### config.mk
export PLATFORM = sky130hd
export DESIGN_NAME = t05_sd_block_reader
export DESIGN_NICKNAME = d
export VERILOG_FILES = /design/src/rtl/t05_sd_block_reader.sv
export SDC_FILE = /design/constraint.sdc
export NUM_CORES = 1
export LEC_CHECK = 0
export ABC_AREA = 1
export CAP_MARGIN = 0
export CORE_MARGIN = 2
export CORE_UTILIZATION = 35
export CTS_CLUSTER_SIZE = 8
export DETAILED_ROUTE_END_ITERATION = 16
export GPL_ROUTABILITY_DRIVEN = 0
export PLACE_DENSITY = 0.58
export SYNTH_ARGS = -nofsm -noshare
export SYNTH_HDL_FRONTEND = slang
export SYNTH_SLANG_ARGS = --single-unit
### constraint.sdc
create_clock -name clk -period 5.88 [get_ports clk]
set_input_delay 0.882 -clock clk [delete_from_list [all_inputs] [get_ports clk]]
set_output_delay 0.882 -clock clk [all_outputs]
set_load 0.005 [all_outputs]
### src/rtl/t05_sd_block_reader.sv
// t05_sd_block_reader
// Consumes the byte stream of an SD multi-block read (CMD18) coming from the
// SPI stage. It hunts for the 0xFE start token, forwards BLOCK_BYTES payload
// bytes per block into an output FIFO, discards the two CRC bytes, counts
// completed blocks, and raises read_stop so the SPI stage can issue CMD12.
//
// Ports:
//   clk, nrst              clock, asynchronous active-low reset
//   start, num_blocks      begin a read of num_blocks blocks (sampled on start)
//   byte_in, byte_valid    received byte and its one-cycle strobe
//   data_out, data_valid   FIFO head byte and FIFO-not-empty
//   data_ready             consumer accepts data_out
//   read_stop              request to the SPI stage to send CMD12
//   blocks_done            completed block count
//   busy, done             not-idle flag, one-cycle completion pulse
//   token_err, overrun     sticky error flags, cleared by the next start
module t05_sd_block_reader #(
  parameter int BLOCK_BYTES   = 512,
  parameter int FIFO_DEPTH    = 16,
  parameter int TOKEN_TIMEOUT = 1024,
  parameter int STOP_HOLD     = 64
) (
  input  logic        clk,
  input  logic        nrst,
  input  logic        start,
  input  logic [15:0] num_blocks,
  input  logic [7:0]  byte_in,
  input  logic        byte_valid,
  output logic [7:0]  data_out,
  output logic        data_valid,
  input  logic        data_ready,
  output logic        read_stop,
  output logic [15:0] blocks_done,
  output logic        busy,
  output logic        done,
  output logic        token_err,
  output logic        overrun
);

  localparam int BC_W = (BLOCK_BYTES > 1) ? $clog2(BLOCK_BYTES) : 1;
  localparam int WC_W = $clog2(TOKEN_TIMEOUT + 1);
  localparam int SC_W = $clog2(STOP_HOLD + 1);
  localparam int AW   = (FIFO_DEPTH > 1) ? $clog2(FIFO_DEPTH) : 1;
  localparam int CW   = $clog2(FIFO_DEPTH + 1);

  localparam logic [BC_W-1:0] BYTE_LAST = BC_W'(BLOCK_BYTES - 1);
  localparam logic [WC_W-1:0] WAIT_LAST = WC_W'(TOKEN_TIMEOUT - 1);
  localparam logic [SC_W-1:0] STOP_LAST = SC_W'(STOP_HOLD - 1);
  localparam logic [SC_W-1:0] STOP_MAX  = SC_W'(STOP_HOLD);
  localparam logic [CW-1:0]   FIFO_FULL = CW'(FIFO_DEPTH);

  typedef enum logic [2:0] {
    ST_IDLE       = 3'd0,
    ST_WAIT_TOKEN = 3'd1,
    ST_DATA       = 3'd2,
    ST_CRC        = 3'd3,
    ST_STOP       = 3'd4,
    ST_DONE       = 3'd5
  } state_t;

  state_t          state_r, state_next;
  logic [15:0]     num_r, num_next;
  logic [15:0]     blocks_done_r, blocks_next;
  logic [BC_W-1:0] byte_cnt_r, byte_cnt_next;
  logic [WC_W-1:0] wait_cnt_r, wait_cnt_next;
  logic            crc_cnt_r, crc_cnt_next;
  logic [SC_W-1:0] stop_cnt_r, stop_cnt_next;
  logic            token_err_r, tok_err_next;
  logic            busy_r, read_stop_r, done_r;
  logic            fifo_clr_s, push_req_s;

  // FIFO storage and control
  logic [7:0]      mem_r [FIFO_DEPTH];
  logic [AW-1:0]   wr_ptr_r, rd_ptr_r, rd_next_s;
  logic [CW-1:0]   count_r, cnt_after_pop_s, count_next_s;
  logic [7:0]      data_out_r, head_s;
  logic            data_valid_r, overrun_r;
  logic            pop_s, push_s, drop_s;

  // Next-state logic and per-state counter updates.
  always_comb begin
    state_next    = state_r;
    num_next      = num_r;
    blocks_next   = blocks_done_r;
    byte_cnt_next = byte_cnt_r;
    wait_cnt_next = wait_cnt_r;
    crc_cnt_next  = crc_cnt_r;
    stop_cnt_next = {SC_W{1'b0}};
    tok_err_next  = token_err_r;
    fifo_clr_s    = 1'b0;
    push_req_s    = 1'b0;
    case (state_r)
      ST_IDLE: begin
        // A byte arriving together with start is deliberately ignored here.
        if (start) begin
          num_next      = num_blocks;
          blocks_next   = 16'd0;
          tok_err_next  = 1'b0;
          fifo_clr_s    = 1'b1;
          wait_cnt_next = {WC_W{1'b0}};
          byte_cnt_next = {BC_W{1'b0}};
          crc_cnt_next  = 1'b0;
          if (num_blocks == 16'd0) begin
            state_next = ST_DONE;
          end else begin
            state_next = ST_WAIT_TOKEN;
          end
        end else begin
          state_next = ST_IDLE;
        end
      end
      ST_WAIT_TOKEN: begin
        if (byte_valid) begin
          if (byte_in == 8'hFE) begin
            state_next    = ST_DATA;
            byte_cnt_next = {BC_W{1'b0}};
            wait_cnt_next = {WC_W{1'b0}};
          end else if (byte_in == 8'hFF) begin
            if (wait_cnt_r == WAIT_LAST) begin
              tok_err_next = 1'b1;
              state_next   = ST_STOP;
            end else begin
              wait_cnt_next = wait_cnt_r + WC_W'(1);
            end
          end else if (byte_in[7:4] == 4'h0) begin
            // SD data-error token
            tok_err_next = 1'b1;
            state_next   = ST_STOP;
          end else begin
            state_next = ST_WAIT_TOKEN;
          end
        end else begin
          state_next = ST_WAIT_TOKEN;
        end
      end
      ST_DATA: begin
        if (byte_valid) begin
          push_req_s = 1'b1;
          if (byte_cnt_r == BYTE_LAST) begin
            state_next    = ST_CRC;
            byte_cnt_next = {BC_W{1'b0}};
            crc_cnt_next  = 1'b0;
          end else begin
            byte_cnt_next = byte_cnt_r + BC_W'(1);
          end
        end else begin
          state_next = ST_DATA;
        end
      end
      ST_CRC: begin
        if (byte_valid) begin
          if (crc_cnt_r) begin
            crc_cnt_next  = 1'b0;
            blocks_next   = blocks_done_r + 16'd1;
            wait_cnt_next = {WC_W{1'b0}};
            if ((blocks_done_r + 16'd1) == num_r) begin
              state_next = ST_STOP;
            end else begin
              state_next = ST_WAIT_TOKEN;
            end
          end else begin
            crc_cnt_next = 1'b1;
          end
        end else begin
          state_next = ST_CRC;
        end
      end
      ST_STOP: begin
        // Cycle counter saturates so a slow consumer cannot wrap it.
        if (stop_cnt_r == STOP_MAX) begin
          stop_cnt_next = stop_cnt_r;
        end else begin
          stop_cnt_next = stop_cnt_r + SC_W'(1);
        end
        if ((stop_cnt_r >= STOP_LAST) && (count_r == {CW{1'b0}})) begin
          state_next = ST_DONE;
        end else begin
          state_next = ST_STOP;
        end
      end
      ST_DONE: begin
        state_next = ST_IDLE;
      end
      default: begin
        state_next = ST_IDLE;
      end
    endcase
  end

  // FSM state, counters and the status outputs derived from them.
  always_ff @(posedge clk or negedge nrst) begin
    if (!nrst) begin
      state_r       <= ST_IDLE;
      num_r         <= 16'd0;
      blocks_done_r <= 16'd0;
      byte_cnt_r    <= {BC_W{1'b0}};
      wait_cnt_r    <= {WC_W{1'b0}};
      crc_cnt_r     <= 1'b0;
      stop_cnt_r    <= {SC_W{1'b0}};
      token_err_r   <= 1'b0;
      busy_r        <= 1'b0;
      read_stop_r   <= 1'b0;
      done_r        <= 1'b0;
    end else begin
      state_r       <= state_next;
      num_r         <= num_next;
      blocks_done_r <= blocks_next;
      byte_cnt_r    <= byte_cnt_next;
      wait_cnt_r    <= wait_cnt_next;
      crc_cnt_r     <= crc_cnt_next;
      stop_cnt_r    <= stop_cnt_next;
      token_err_r   <= tok_err_next;
      // busy and read_stop track the state they describe, cycle for cycle.
      busy_r        <= (state_next != ST_IDLE);
      read_stop_r   <= (state_next == ST_STOP);
      // done is registered off the DONE state, so it pulses as the FSM
      // returns to IDLE: two cycles after a start with num_blocks == 0.
      done_r        <= (state_r == ST_DONE);
    end
  end

  // FIFO push/pop decisions and the value the head register takes next.
  always_comb begin
    pop_s  = data_valid_r && data_ready;
    // A full FIFO still accepts a push when the head leaves in the same cycle.
    push_s = push_req_s && ((count_r != FIFO_FULL) || pop_s);
    drop_s = push_req_s && !push_s;
    cnt_after_pop_s = count_r - {{(CW-1){1'b0}}, pop_s};
    count_next_s    = cnt_after_pop_s + {{(CW-1){1'b0}}, push_s};
    rd_next_s       = rd_ptr_r + {{(AW-1){1'b0}}, pop_s};
    if (count_next_s == {CW{1'b0}}) begin
      head_s = 8'h00;
    end else if (cnt_after_pop_s == {CW{1'b0}}) begin
      // The only remaining entry is the one being written right now.
      head_s = byte_in;
    end else begin
      head_s = mem_r[rd_next_s];
    end
  end

  // FIFO storage, pointers, registered head and overrun flag.
  always_ff @(posedge clk or negedge nrst) begin
    if (!nrst) begin
      for (int i = 0; i < FIFO_DEPTH; i++) begin
        mem_r[i] <= 8'h00;
      end
      wr_ptr_r     <= {AW{1'b0}};
      rd_ptr_r     <= {AW{1'b0}};
      count_r      <= {CW{1'b0}};
      data_out_r   <= 8'h00;
      data_valid_r <= 1'b0;
      overrun_r    <= 1'b0;
    end else if (fifo_clr_s) begin
      wr_ptr_r     <= {AW{1'b0}};
      rd_ptr_r     <= {AW{1'b0}};
      count_r      <= {CW{1'b0}};
      data_out_r   <= 8'h00;
      data_valid_r <= 1'b0;
      overrun_r    <= 1'b0;
    end else begin
      if (push_s) begin
        mem_r[wr_ptr_r] <= byte_in;
        wr_ptr_r        <= wr_ptr_r + AW'(1);
      end else begin
        wr_ptr_r <= wr_ptr_r;
      end
      rd_ptr_r     <= rd_next_s;
      count_r      <= count_next_s;
      data_out_r   <= head_s;
      data_valid_r <= (count_next_s != {CW{1'b0}});
      overrun_r    <= overrun_r | drop_s;
    end
  end

  assign data_out    = data_out_r;
  assign data_valid  = data_valid_r;
  assign read_stop   = read_stop_r;
  assign blocks_done = blocks_done_r;
  assign busy        = busy_r;
  assign done        = done_r;
  assign token_err   = token_err_r;
  assign overrun     = overrun_r;

endmodule

After elaboration in Yosys (flattened, before gate mapping) --
Cells that the tools add are included.
Storage, ports and cells: input port bits 29, memory bits (read-only) 0, memories 0, bits in writable memories 0, latch bits 0, register bits 218, output and inout port bits 30
Cells by class: divide/modulo/power cells 0, multipliers 0, $add $sub $neg 8, reduce and logical (&&, ||, !) cells 28, equal/unequal tests 26, mux-type cells 65, shifts and indexed selects 0, order comparisons 4, bitwise operators 4
Operators by type and width (count):
- $bwmux 128 | 1
- $mux 11 | 7
- $mux 16 | 3
- $mux 8 | 6
- $mux 9 | 5
- $mux 3 | 12
- $pmux 11 s3 | 1
- $bmux 8 s4 | 1
- $demux 8 s4 | 1
- $pmux 16 s2 | 1
- $pmux 9 s3 | 1
- $ne 2x2->1 const B | 9
- $mux 1 | 17
- $add 16x1->16 const B | 1
- $eq 16x16->1 | 1
- $eq 8x8->1 const B | 2
- $logic_not 16->1 | 1
- $logic_not 5->1 | 3
- $pmux 3 s5 | 1
- $mux 7 | 2
- $mux 4 | 3
- $ne 3x3->1 const B | 4
- $reduce_bool 3->1 | 4
- $add 11x1->11 const B | 1
- 34 further kinds | 47

Longest topological paths before layout --
Gate-level depths: netlist (run 1).
depth in word-level cells 9, mapped depth 16, gate-level depth less buffers 16

Worst setup path before layout (run 1) --
No wires, ideal clock.
path kind input-to-reg, start input port data_ready, end register data_out_r[4], in the netlist data_out[4], required time 5760 ps, setup slack 3070 ps, data arrival time 2690 ps, cell stages on the path 12, cell sequence nand2_1 -> inv_1 -> ha_1 -> ha_1 -> buf_2 -> inv_1 -> buf_2 -> clkbuf_1 -> nand3_1 -> a221oi_1 -> o21ai_0 -> o211a_1
Between the ends: word-level cells in the longest chain between the ends 9
RTL lines:
- start: declaration | line 31 | input logic data_ready,
- $logic_and 1x1->1 (*) | line 224 | pop_s = data_valid_r && data_ready;
- $add 4x1->4 | line 230 | rd_next_s = rd_ptr_r + {{(AW-1){1'b0}}, pop_s};
- $not 4->5 (not written as such) | line 237 | head_s = mem_r[rd_next_s];
- $bmux 8 s4 | line 237
- $mux 8 (not written as such) (2 in a row) | line 237
- $mux 8 | line 233 | end else if (cnt_after_pop_s == {CW{1'b0}}) begin
- $mux 8 (*) | line 231 | if (count_next_s == {CW{1'b0}}) begin
- $mux 8 (*) | line 253 | end else if (fifo_clr_s) begin
- end signal: assignment | line 269 | data_out_r <= head_s;
- end: declaration | line 76 | logic [7:0] data_out_r, head_s;
Every way passes the cells marked *; elsewhere a longest branch is shown, timed or not. The select of a mux whose other input is x is not followed. A chain may end at the register's enable or synchronous reset.

Worst setup path after layout (run 1) --
start input port data_ready, end register data_out_r[0], in the netlist data_out[0]
The elaborated chain is that of the path after synthesis.

==> out/metrics.yaml, run 1 <==
drt:
  wl_met3_mm: 1.50
  drt_first_pass_iters: 5
  wl_met2_mm: 13.7
  wl_per_cell_um: 16.7
  ant_nets: 0
  highest_layer: "met4"
  viasPerCell: 5.23
  via_count: 9178
  drt_iter0_markers: 745
  finalWirelength_mm: 29.2
  wl_met1_mm: 13.2
  drc: 0
synth:
  synth_compound_area_frac: 0.167
  synthesis.area_um2: 10900
  synth_cells: 1315
  synth_area_leaders: "dfrtp_1, nand2_1, o21ai_0"
  yosysUniqueCellTypes: 49
  post-synth-top-area-fraction: 0.501
  synth_xor_area_frac: 0.0128
  yosysSeqAreaShare: 0.501
  synth_top_family_by_area: "simple AND/OR/NAND/NOR gates"
  synth-main-ff-cell: "dfrtp_1"
  synth_seq_cells: 218
  yosysTopAreaCell: "dfrtp_1"
  synth_adder_area_share: 0.0184
  avgSynthCellArea_um2: 8.28
  synth.most_common_cell: "nand2_1"
  async_flop_share: 1.00
  synth_mux_area_frac: 0
  yosysWarnings: 0
  synth-simple-area-share: 0.235
  synth_edf_count: 0
  synth_common_cells: "nand2_1, dfrtp_1, o21ai_0"
  syn-num-nets: 1360
cells_and_area:
  area_growth_pct: 15.1
  diodes: 0
  layout-drive-gt1-share: 0.0604
  layout.nets: 1403
  fill_cells: 3087
setup_path:
  crit_required_ns: 6.31
  critical_path_class: "in -> reg"
  r2r_slack_ns: 2.55
  path_max_fanout: 33
  setup.worst_path.start_class: "primary input"
  r2r_cells: 11
  end_kind: "flop"
  r2r_end: "data_out[0]"
  r2r-start: "data_valid"
  worstPathArrival_ns: 4.12
die:
  io_pins: 59
  fp.dieW_um: 180
  rows: 64
  core_um2: 30600
  start_util: 0.356
  fp.dieH_um: 180
  design.die.area_um2: 32500
cts:
  cts_made_buffers: 31
  post_cts_resized: 0
  cts_hold_buf: 0
  post_cts_buffers: 0
  root_buffer: "clkbuf_16"
  insertion_delay_ns: 0.54
  h-tree-depth: 1
  cts_tree: "yes"
  cts_buffer_depth: 3
  clock-sinks: 218
  clk_pin_slew_ns: 0.05
pwr:
  sequentialPowerShare: 0.357
  clkPwrFrac: 0.309
  p_leak_nw: 5.51
  p_sw_w: 0.00180
  p_per_area_nw_per_um2: 397
  ir_drop_mv: 0.243
  switching_share: 0.363
  p_int_w: 0.00317
  combPwrFrac: 0.334
sta:
  setup_tns_ns: 0
  hold_viol_final: 0
  holdWs_ns: 0.374
  fin_skew_ns: 0.0162
  period_minus_slack_ns: 3.69
  fmax_mhz: 271
  maxSlewViolCount: 0
  slew_headroom: 0.227
  rsz0062_at_grt: "false"
  worstMarginPinSlew_ns: 1.16
  period_share: 0.628
  setup_viol: 0
global_route:
  grt_antenna_before_repair: 0
  grt_pass1_wl_mm: 47.3
  grt.overflow.total: 0
  grt_max_degree: 114
  track_usage: 0.177
  grt_pass1_vias: 8847
place:
  port-buffer-count: 58
  dp_hpwl_mm: 19.5
run:
  cap_violations: 0
hold_path:
  hold_path.class: "in -> async"
run_status:
  status: "finished, final reports clean"
## critical path, stage by stage
cell	delay (ns)
clkdlybuf4s50_1	0.50
nand2_1	0.07
inv_1	0.09
ha_2	0.19
ha_1	0.22
buf_4	0.21
inv_1	0.86
nand3_1	0.16
a221oi_1	0.60
o21ai_0	0.18
o211a_1	0.14
## layer usage
metal  vias up  GRT usage
li1       4472          -
met1      4392      0.239
met2       259      0.292
met3        55     0.0275
met4         0     0.0594
met5         -          0
## worst max-delay path by stage
stage               cells past startpoint     endpoint  startpoint
floorplan                              12  data_out[4]  data_ready
global placement                       12  data_out[0]  data_ready
detailed placement                     13  data_out[1]  data_ready
CTS                                    13  data_out[1]  data_ready
global route                           13  data_out[1]  data_ready
finish                                 11  data_out[0]  data_ready
## sequential cells by signal, summed over array words and instances (netlist names), 3 cells and up
name	flops
mem_r	128
blocks_done	16
num_r	16
wait_cnt_r	11
byte_cnt_r	9
data_out	8
stop_cnt_r	7
count_r	5
rd_ptr_r	4
wr_ptr_r	4
state_r	3
## cell families (layout without fill, tap and decap cells)
logic type	count (synthesis)	in the layout
AO/OA/AOI/OAI	323	323
XOR/XNOR	15	15
adder cells (fa/ha/maj)	16	16
buffers and inverters	168	211
flip-flops	218	218
AND/OR/NAND/NOR	575	575
## placed cells by master (no fill, tap or decap), drive strengths merged, types with 2 or more instances in the layout
cell type and count:
o21ai 178, clkinv 3, dfrtp 218, a21oi 87, nor2 71, o21a 3
nor3b 2, buf 9, nand3 78, xor2 9, inv 109, a221oi 14
nand4 19, o22ai 6, nand3b 7, or2 2, a32o 2, nor4 8
o211a 8, xnor2 6, o31ai 2, nor3 14, ha 16, nand2 372
clkdlybuf4s50 57, clkbuf 32, a22oi 18
## power by group through the flow
stage / Sequential (W) / Clock, W / Combinational [W]
3_5_place_dp: 0.00180 / 0 / 0.00164
5_1_grt: 0.00179 / 0.00163 / 0.00185
4_1_cts: 0.00177 / 0.00157 / 0.00165
2_1_floorplan: 0.00177 / 0 / 0.00116
3_3_place_gp: 0.00180 / 0 / 0.00161
6_report: 0.00178 / 0.00154 / 0.00166
## metrics by stage
step	utilization	instance area, um2	power (W)	worst slack, ns	std cells
after floorplan	-	10900	0.00292	3.07	1315
after global placement	0.384	11700	0.00341	1.77	1721
after detailed placement	0.384	11700	0.00344	1.72	1721
after CTS	0.410	12500	0.00499	2.26	1754
after global routing	0.410	12500	0.00528	1.92	1754
final	0.410	12500	0.00497	2.19	1754
## final cells by class
| class | count | area [um2] | share of cell area |
|---|---|---|---|
| Sequential cell | 218 | 5460 | 0.435 |
| Timing Repair Buffer | 66 | 658 | 0.0525 |
| Tap cell | 396 | 495 | 0.0395 |
| Multi-Input combinational cell | 929 | 4720 | 0.376 |
| Clock inverter | 1 | 7.51 | 0.000599 |
| Inverter | 112 | 422 | 0.0336 |
| Clock buffer | 32 | 779 | 0.0622 |
No activity file was read; power rests on OpenSTA's default activity.
==> run 2: changes to the inputs <==
Settings changed: PLACE_DENSITY 0.58 to 0.6.
Clock period 5.88 ns to 3 ns, I/O delays scaled along.
==> run 2 against run 1 <==
  * Via count grew 0.74%
  * Total power grew 100%
  * Die area unchanged
  * Non-clock buffer count grew 38
  * Critical path depth increased by 3
  * Sequential cell count unchanged
  * Clock power rose by 94%
  * Combinational power increased by 120%
  * Cell area increased by 2.7%
  * Global-route usage about the same
  * Wire length fell by 1.7%
==> out/metrics.yaml, run 2 (same netlist as run 1, synthesis figures left out) <==
cts:
  clock-sinks: 218
  root_buffer: "clkbuf_16"
  cts_tree: "yes"
  clk_pin_slew_ns: 0.05
  cts_buffer_depth: 3
  h-tree-depth: 1
  post_cts_buffers: 0
  cts_made_buffers: 31
  insertion_delay_ns: 0.55
drt:
  drc: 0
  wl_per_cell_um: 16.0
  drt_first_pass_iters: 5
  drt_iter0_markers: 752
  viasPerCell: 5.16
  via_count: 9246
  finalWirelength_mm: 28.7
  ant_nets: 0
die:
  rows: 64
  start_util: 0.356
  fp.dieH_um: 180
  design.die.area_um2: 32500
  io_pins: 59
  core_um2: 30600
  fp.dieW_um: 180
cells_and_area:
  area_growth_pct: 18.3
  regArea_um2: 5460
  final_util: 0.421
  layout-drive-gt1-share: 0.0860
  layout.nets: 1441
  multi_input_area_um2: 4720
  final_common_cell: "nand2_1"
  mostFrequentLayoutCells: "nand2_1, dfrtp_1, o21ai_0"
  largest_register: "mem_r"
  final-instance-count-excl-fill: 1792
  fill_cells: 3089
  diodes: 0
  largest_reg_flops: 128
sta:
  worstMarginPinSlew_ns: 0.740
  maxSlewViolCount: 0
  hold_viol_final: 0
  slew_headroom: 0.506
  fin_skew_ns: 0.0176
  setup_viol: 0
  setup_tns_ns: 0
  fmax_mhz: 384
  holdWs_ns: 0.483
  period_share: 0.868
  rsz0062_at_grt: "false"
  period_minus_slack_ns: 2.60
global_route:
  grt_pass1_vias: 9097
  grt_max_degree: 74
  grt_antenna_before_repair: 0
  grt.overflow.total: 0
  grt_pass1_wl_mm: 47.7
  track_usage: 0.178
run:
  cap_violations: 0
pwr:
  ir_drop_mv: 0.534
  finalPower_w: 0.0102
  p_leak_nw: 5.72
  p_per_area_nw_per_um2: 791
setup_path:
  critical_path_class: "reg -> reg"
  end_kind: "flop"
  path_max_fanout: 8
  worstPathArrival_ns: 3.03
  setup.worst_path.start_class: "flop"
  crit_required_ns: 3.42
hold_path:
  hold_path.class: "in -> async"
place:
  port-buffer-count: 58
  dp_hpwl_mm: 19.8
  placed_cells: 1758
run_status:
  status: "finished, final reports clean"
[run 2: metrics by stage]
stage	instance area, um2	setup slack (ns)
detailed placement	12100	0.0656
global route	12900	0.0531
finish	12900	0.397
global placement	12100	0.0471
CTS	12900	0.426
floorplan	10900	0.531
[run 2: final timing paths]
path,startpoint,endpoint,slack [ns],cells past startpoint
max,state_r[0],data_out[0],0.40,14
min,nrst,blocks_done[13],0.48,2
max reg2reg,state_r[0],data_out[0],0.40,14
min reg2reg,mem_r[59],mem_r[59],0.48,2
max in group asynchronous,nrst,mem_r[31],1.70,3
min in group clk,mem_r[59],mem_r[59],0.48,2
[run 2: worst max-delay path, cell delays in order, from the launching register on]
cell	delay, ns
dfrtp_1	0.45
nor3_2	0.32
inv_1	0.09
nor2_2	0.13
nand2_2	0.09
inv_2	0.06
ha_1	0.15
ha_1	0.17
nand2_1	0.06
nor2_1	0.14
xor2_1	0.19
nand4_1	0.10
nand2_1	0.10
clkinv_1	0.24
o211a_1	0.22
[run 2: what timing repair did]
item / 4_1_cts / 5_1_grt
resized for setup: 0 / 0
hold buffers: 1 / 0
endpoints found under the hold margin: 69 / 0
[run 2: report_power, final]
group | internal (W) | switching, W | leakage, nW
clock network | 0.00179 | 0.00119 | 0.391
logic | 0.00152 | 0.00220 | 2.37
registers | 0.00325 | 0.000219 | 2.97
[run 2: routing by layer]
metal / GRT usage / share of wire
met1: 0.243 / 0.46
met2: 0.290 / 0.46
met3: 0.0313 / 0.052
met4: 0.0494 / 0.026
met5: 0 / 0
[run 2: area by class of cell]
class / instances / area share
repair buffers: 104 / 0.0773
inverters: 112 / 0.0327
multi-input cells: 929 / 0.366
flip-flops and latches: 218 / 0.424
well taps: 396 / 0.0385
clock buffers: 31 / 0.0602
clock inverters: 2 / 0.00136
==> run 3: changes to the inputs <==
Settings changed: GPL_TIMING_DRIVEN set to 0, TNS_END_PERCENT set to 10.
==> run 3 against run 2 <==
  * First-iteration DRC count rose by 0.66%
  * Sequential share of layout area fell by 0.14 points
  * Worst hold slack improved by 0.0012 ns
  * Clock power rose by 6%
  * Setup slack got worse by 0.26 ns
  * Critical path depth fell by 2
  * Die area did not move
  * Critical path type unchanged
  * Largest cell class unchanged
  * Highest routed layer unchanged
==> out/metrics.yaml, run 3 (same netlist as run 1, synthesis figures left out) <==
cts:
  root_buffer: "clkbuf_16"
  clock-sinks: 218
  post_cts_buffers: 0
  cts_buffer_depth: 3
  h-tree-depth: 1
  clk_pin_slew_ns: 0.05
  insertion_delay_ns: 0.56
  cts_tree: "yes"
  cts_made_buffers: 31
global_route:
  track_usage: 0.189
  grt.overflow.total: 0
  grt_antenna_before_repair: 0
  grt_pass1_wl_mm: 50.2
  grt_max_degree: 123
  grt_pass1_vias: 9399
place:
  placed_cell_area_um2: 12000
  placed_cells: 1770
  dp_hpwl_mm: 21.8
  dp_slack_ns: -0.742
  port-buffer-count: 58
setup_path:
  path_max_fanout: 10
  r2r_cells: 12
  crit_required_ns: 3.43
  r2r_slack_ns: 0.13
  end_kind: "flop"
  critical_path.startpoint: "data_valid"
  r2r_end: "data_out[5]"
  worstPathArrival_ns: 3.30
  r2r-start: "data_valid"
  setup.worst_path.start_class: "flop"
  critical_path_class: "reg -> reg"
die:
  io_pins: 59
  rows: 64
  fp.dieW_um: 180
  design.die.area_um2: 32500
  start_util: 0.356
  fp.dieH_um: 180
  core_um2: 30600
pwr:
  p_int_w: 0.00647
  switching_share: 0.384
  ir_drop_mv: 0.519
  sequentialPowerShare: 0.330
  p_sw_w: 0.00403
  combPwrFrac: 0.370
  p_leak_nw: 5.67
  p_per_area_nw_per_um2: 813
  clkPwrFrac: 0.300
cells_and_area:
  fin_area_um2: 12900
  multi_input_area_um2: 4780
  regArea_um2: 5460
  largest_reg_flops: 128
  layout.nets: 1453
  final-instance-count-excl-fill: 1806
  area_growth_pct: 18.7
  layout-drive-gt1-share: 0.0823
  mostFrequentLayoutCells: "nand2_1, dfrtp_1, o21ai_0"
  largest_register: "mem_r"
  diodes: 0
  final_common_cell: "nand2_1"
  fill_cells: 3078
  final_util: 0.422
drt:
  drt_first_pass_iters: 5
  finalWirelength_mm: 31.0
  viasPerCell: 5.28
  via_count: 9543
  drt_iter0_markers: 757
  wl_per_cell_um: 17.1
  ant_nets: 0
  drc: 0
sta:
  worst_slack_ns: 0.132
  setup_viol: 0
  setup_tns_ns: 0
  slew_headroom: 0.392
  fin_skew_ns: 0.0221
  maxSlewViolCount: 0
  period_share: 0.956
  period_minus_slack_ns: 2.87
  fmax_mhz: 349
  hold_viol_final: 0
  worstMarginPinSlew_ns: 0.900
run:
  cap_violations: 0
run_status:
  status: "finished, final reports clean"
hold_path:
  hold_path.class: "in -> async"
## run 3: cell types whose count changed in the layout (fill, tap and decap cells not counted), moves of 2 or more
| cell | before | now |
|---|---|---|
| a221oi_2 | 0 | 7 |
| clkbuf_4 | 0 | 4 |
| buf_4 | 40 | 1 |
| buf_1 | 0 | 4 |
| o21ai_0 | 122 | 115 |
| o21ai_1 | 54 | 60 |
| a22oi_1 | 18 | 16 |
| clkbuf_1 | 0 | 27 |
| a22oi_2 | 0 | 2 |
| a221oi_1 | 14 | 7 |
| buf_12 | 5 | 1 |
| buf_2 | 0 | 15 |
| buf_6 | 0 | 6 |
## run 3: repair_timing
item,in CTS,in global routing
endpoints found under the setup margin,7,9
endpoints found under the hold margin,69,0
resized for setup,7,21
pin swaps,0,0
gates cloned,0,0
hold buffers,1,0
## run 3: routing by layer
layer  track usage  routed length, um  up-vias
met5             0                  0        -
met2         0.307              14100      305
met3        0.0335               1830       62
met4        0.0558                908        0
li1              -                  -     4585
met1         0.259              14200     4591
## run 3: worst max path at each step
| stage | to | cells past startpoint | slack, ns |
|---|---|---|---|
| 2_1_floorplan | data_out[0] | 15 | 0.53 |
| 6_report | data_out[5] | 12 | 0.13 |
| 5_1_grt | data_out[6] | 14 | -0.006 |
| 3_5_place_dp | data_out[5] | 13 | -0.74 |
| 3_3_place_gp | mem_r[43] | 1 | -8.09 |
| 4_1_cts | data_out[3] | 12 | 0.002 |
## run 3: layout make-up
type                    count  share of cell area
clock buffers              33              0.0606
plain buffers              56              0.0239
multi-input cells         929               0.370
repair buffers             60              0.0482
well taps                 396              0.0383
flip-flops and latches    218               0.422
inverters                 112              0.0326
clock inverters             2             0.00387
## run 3: power by group through the flow
stage / clock (W) / combinational [W] / sequential, W
global route: 0.00333 / 0.00421 / 0.00351
detailed placement: 0 / 0.00359 / 0.00351
finish: 0.00315 / 0.00389 / 0.00346
global placement: 0 / 0.00358 / 0.00350
floorplan: 0 / 0.00227 / 0.00346
CTS: 0.00320 / 0.00369 / 0.00346
## run 3: per-stage QoR
stage               total power, W  hold slack, ns
floorplan                  0.00573           0.154
CTS                         0.0104           0.484
detailed placement         0.00710           0.474
global route                0.0110           0.492
finish                      0.0105           0.484
global placement           0.00708           0.467
## run 3: critical path, cell delays in order, from the launching register on
cell and delay [ns]:
dfrtp_1 0.41, nand2_1 0.11, inv_1 0.07, ha_1 0.20, ha_1 0.27, clkbuf_4 0.21, inv_1 0.08, buf_2 0.22
clkbuf_4 0.26, nand3_1 0.17, a221oi_2 0.40, o21ai_1 0.17, o211a_1 0.17
